--- src/rtl/buzzer_sfx.sv ---
// Buzzer sound-effect sequencer: short single-tone "fire" and longer two-tone
// "explosion" effects. The buzzer is active-low and idles high. Hit has
// priority over shoot.
module buzzer_sfx #(
  parameter int unsigned SHOOT_HALF = 50000,
  parameter int unsigned SHOOT_LEN  = 10000000,
  parameter int unsigned HIT_HALF_A = 100000,
  parameter int unsigned HIT_HALF_B = 200000,
  parameter int unsigned HIT_LEN    = 30000000
) (
  input  logic clk_100mhz,
  input  logic RSTN,
  input  logic shoot,
  input  logic hit,
  input  logic mute,
  output logic Buzzer,
  output logic busy
);

  typedef enum logic [1:0] {StIdle, StShoot, StHit} state_e;

  localparam logic [27:0] ShootHalfM1 = 28'(SHOOT_HALF - 1);
  localparam logic [27:0] ShootLenM1  = 28'(SHOOT_LEN - 1);
  localparam logic [27:0] HitHalfAM1  = 28'(HIT_HALF_A - 1);
  localparam logic [27:0] HitHalfBM1  = 28'(HIT_HALF_B - 1);
  localparam logic [27:0] HitLenM1    = 28'(HIT_LEN - 1);
  localparam logic [27:0] HitMid      = 28'(HIT_LEN / 2);

  state_e      state_q, state_d;
  logic [27:0] dur_q, dur_d;
  logic [27:0] ph_q, ph_d;
  logic        tone_q, tone_d;
  logic        buzzer_q, buzzer_d;
  logic        busy_q, busy_d;

  logic [27:0] half_m1;
  logic [27:0] len_m1;

  // Next-state: strobe priority, duration/phase counting and tone toggling.
  always_comb begin
    state_d  = state_q;
    dur_d    = dur_q;
    ph_d     = ph_q;
    tone_d   = tone_q;
    half_m1  = ShootHalfM1;
    len_m1   = ShootLenM1;

    if (state_q == StHit) begin
      len_m1  = HitLenM1;
      half_m1 = (dur_q < HitMid) ? HitHalfAM1 : HitHalfBM1;
    end

    if (hit) begin
      state_d = StHit;
      dur_d   = '0;
      ph_d    = '0;
      tone_d  = 1'b0;
    end else if (shoot && (state_q != StHit)) begin
      state_d = StShoot;
      dur_d   = '0;
      ph_d    = '0;
      tone_d  = 1'b0;
    end else if (state_q != StIdle) begin
      if (dur_q == len_m1) begin
        state_d = StIdle;
        dur_d   = '0;
        ph_d    = '0;
        tone_d  = 1'b0;
      end else begin
        dur_d = dur_q + 28'd1;
        if ((state_q == StHit) && (dur_d == HitMid)) begin
          // Tone B starts fresh in its sound-low phase.
          ph_d   = '0;
          tone_d = 1'b0;
        end else if (ph_q == half_m1) begin
          ph_d   = '0;
          tone_d = ~tone_q;
        end else begin
          ph_d = ph_q + 28'd1;
        end
      end
    end

    busy_d   = (state_d != StIdle);
    buzzer_d = (state_d == StIdle) ? 1'b1 : (mute | tone_d);
  end

  // State and registered outputs; reset forces the buzzer silent immediately.
  always_ff @(posedge clk_100mhz or negedge RSTN) begin
    if (!RSTN) begin
      state_q  <= StIdle;
      dur_q    <= '0;
      ph_q     <= '0;
      tone_q   <= 1'b0;
      buzzer_q <= 1'b1;
      busy_q   <= 1'b0;
    end else begin
      state_q  <= state_d;
      dur_q    <= dur_d;
      ph_q     <= ph_d;
      tone_q   <= tone_d;
      buzzer_q <= buzzer_d;
      busy_q   <= busy_d;
    end
  end

  assign Buzzer = buzzer_q;
  assign busy   = busy_q;

endmodule
--- config.mk ---
export PLATFORM = sky130hd
export DESIGN_NAME = buzzer_sfx
export DESIGN_NICKNAME = d
export VERILOG_FILES = /design/src/rtl/buzzer_sfx.sv
export SDC_FILE = /design/constraint.sdc
export NUM_CORES = 1
export LEC_CHECK = 0
export BUFFER_PORTS_ARGS = -buffer_cell sky130_fd_sc_hd__buf_2
export CORE_ASPECT_RATIO = 0.6
export CORE_MARGIN = 2
export CORE_UTILIZATION = 30
export DETAILED_ROUTE_END_ITERATION = 16
export SYNTH_ARGS = -nofsm -noshare
export SYNTH_HDL_FRONTEND = slang
export SYNTH_SLANG_ARGS = --single-unit
export TNS_END_PERCENT = 1
--- constraint.sdc ---
create_clock -name clk_100mhz -period 3.2 [get_ports clk_100mhz]
set_input_delay 0.32 -clock clk_100mhz [delete_from_list [all_inputs] [get_ports clk_100mhz]]
set_output_delay 0.32 -clock clk_100mhz [all_outputs]
set_load 0.03 [all_outputs]
==> results.json <==
{
  "status": "completed",
  "netlist_instances": 507,
  "synth_area_leaders": "dfrtp_1 36%, nand2_1 6.2%, o21ai_0 4.3%",
  "async_flop_share_pct": 100,
  "floorplan.initialDensity_pct": 30.8,
  "max-clock-path-buffers": 2,
  "hold_viol": 0,
  "synthFlopType": "dfrtp_1",
  "die_width_um": 157,
  "vias": 4094,
  "final_area_mm2": 0.00484,
  "wire_per_inst_um": 17.8,
  "grt_max_degree": 45,
  "timing.final.crit_share_pct": 94.5,
  "slew_headroom_pct": 50.3,
  "cts-root-buf": "clkbuf_16",
  "drive_above_1_share_pct": 12.5,
  "ios": 7,
  "finalSetupViolCount": 0,
  "syn_area_mm2": 0.00422,
  "antenna_found_initial": 0,
  "drtPass1Iterations": 5,
  "grt_pass1_vias": 3667,
  "cpMaxStageDelayCell": "dfrtp_1",
  "grt-ovfl-total": 0,
  "drt-total-wl_um": 12600,
  "htreeDepth": 3,
  "leakagePower_nw": 1.92,
  "ys_seq_area_share_pct": 36.2,
  "path_class": "flip-flop to flip-flop",
  "tightest_slew_ns": 0.746,
  "irDropWorstVdd_v": 0.000262,
  "stdcell_count": 705,
  "drc": 0,
  "yosysTopAreaCell": "dfrtp_1",
  "hold_slack_ns": 0.256,
  "dpl.cell_count": 688,
  "worstPathMaxFanout": 10,
  "critPathMaxStageDelay_ns": 0.52,
  "yosysTopAreaCellShare_pct": 35.6,
  "ys_seq_elements": 61,
  "tns_ns": 0,
  "post_cts_buffers": 0,
  "min_path_type": "input port to flip-flop",
  "synth_cell_types": 70,
  "p_per_area_mw_per_mm2": 407,
  "ant_nets": 0,
  "dieArea_mm2": 0.0151,
  "avgViaCountPerCell": 5.81,
  "antenna_cells": 0,
  "avgSynthCellArea_um2": 8.33,
  "port_buffers": 6,
  "die_y_um": 95.9,
  "path_clk_slew_ns": 0.06,
  "required_ns": 3.46,
  "drt-initial-drc-count": 505,
  "core-area_mm2": 0.0137,
  "yosysMostFrequentCell": "nand2_1",
  "crit_path_end_kind": "flip-flop",
  "synth_top_cells_by_count": "70 x nand2_1, 60 x dfrtp_1, 36 x o21ai_0, 35 x nand3_1, 26 x nor2_1",
  "cp-start-kind": "flip-flop",
  "maxCapViolations": 0,
  "nets": 516,
  "syn_nets": 515,
  "crit_arrival_ns": 3.28,
  "cts_buffers": 9,
  "clock_skew_ns": 0.00842,
  "grt_setup_unrepaired": "no",
  "tritoncts": "done",
  "globalplace.congestion": 0.919,
  "syn2layout_area_growth_pct": 14.6,
  "grt_pass1_wl_um": 20700,
  "path_cells": "and3_1, nand4_2, nor2_1, xor2_1, nand2_1, nor4_4, buf_4, o41ai_1, a211o_1",
  "grt_usage_pct": 17.8,
  "slew_viol_final": 0,
  "finalCriticalPeriod_ns": 3.03,
  "clock_latency_ns": 0.34,
  "yosys_warnings": 0,
  "num_rows": 33,
  "cts_sinks": 61,
  "postPlaceCellArea_mm2": 0.00449,
  "hpwl_um": 8920,
  "clock.fmax_ghz": 0.331,
  "synth_edf_count": 0
}
==> per-layer routing <==
layer  GRT usage [%]  up-vias  part of all wire, %
met2            22.4      186                   37
met4            4.39        0                 0.84
li1                -     1907                    -
met3            4.28       12                  9.7
met1            28.9     1989                   53
met5               0        -                    0
==> sequential cells by signal, summed over array words and instances (netlist names) <==
signal / count
Buzzer: 1
busy: 1
dur_q: 28
ph_q: 28
state_q: 2
tone_q: 1
==> path summary, 6_finish.rpt <==
path                                       from               endpoint  slack, ns  cells past startpoint
min reg2reg                ph_q[20]$_DFFE_PN0P_   ph_q[20]$_DFFE_PN0P_       0.52                      1
min in group asynchronous                  RSTN   dur_q[7]$_DFFE_PN0P_       0.45                      2
max                        dur_q[6]$_DFFE_PN0P_       Buzzer$_DFF_PN1_       0.17                      9
min                                         hit   state_q[0]$_DFF_PN0_       0.26                      2
max reg2reg                dur_q[6]$_DFFE_PN0P_       Buzzer$_DFF_PN1_       0.17                      9
max in group asynchronous                  RSTN  dur_q[22]$_DFFE_PN0P_       1.82                      3
==> critical path: cells and delay by family, from the launching register on <==
kind	cells	cell delay [ns]
XOR/XNOR	1	0.30
AO/OA/AOI/OAI	2	0.43
flip-flops	1	0.52
AND/OR/NAND/NOR	5	1.47
buffers and inverters	1	0.22
==> per-stage QoR <==
step	util [%]	total power [mW]	setup WS (ns)
finish	35.3	1.97	0.175
global route	35.3	2.04	0.0185
CTS	35.2	1.98	0.0529
detailed placement	32.7	0.894	0.0767
global placement	32.7	0.891	0.248
floorplan	-	0.850	0.477
==> cells in the final DEF (no fill, tap or decap), drive strengths merged, types with 3 or more instances in the layout <==
cell	n
a221o	3
a31o	8
nand4	21
buf	28
nor2b	5
a21oi	10
or4	6
nor4	9
a211oi	3
o41ai	4
xnor2	9
a22o	9
and2	3
ha	3
nand3b	3
xor2	7
clkbuf	12
and4	6
o22ai	6
a2111oi	3
inv	10
o31ai	12
o31a	5
nand2	70
nand3	35
or3	5
a21o	6
nand2b	5
nor2	28
o21ai	39
and3	20
a31oi	10
a211o	4
dfrtp	60
nor3	12
or2	3
mux2i	4
==> where the power goes <==
part	switching [mW]	total (mW)	internal [mW]
registers	0.00935	0.789	0.780
logic	0.0635	0.0934	0.0299
clock network	0.365	1.09	0.722
total	0.438	1.97	1.53
==> what timing repair did <==
action                                  in CTS  in global routing
hold buffers                                 1                  0
resized for setup                            0                  3
endpoints found under the setup margin       0                 28
hold endpoints to repair                    17                  0
==> logic make-up (layout without fill, tap and decap cells) <==
kind of cell,Yosys count,count (layout),synth area share (%)
buf+inv,49,55,5.31
fa+ha+maj,3,3,0.889
simple gates,241,241,31.3
mux,4,4,0.948
flops,61,61,36.2
xor+xnor,16,16,3.32
compound gates,133,133,22.0
==> area by class of cell <==
type,count,area [µm²]
multi-input combinational,397,2490
timing repair buffer,29,218
fill,1410,8870
inverter,10,37.5
tap,192,240
clock inverter,4,70.1
clock buffer,12,256
sequential,61,1530
No activity file was read; power rests on OpenSTA's default activity.
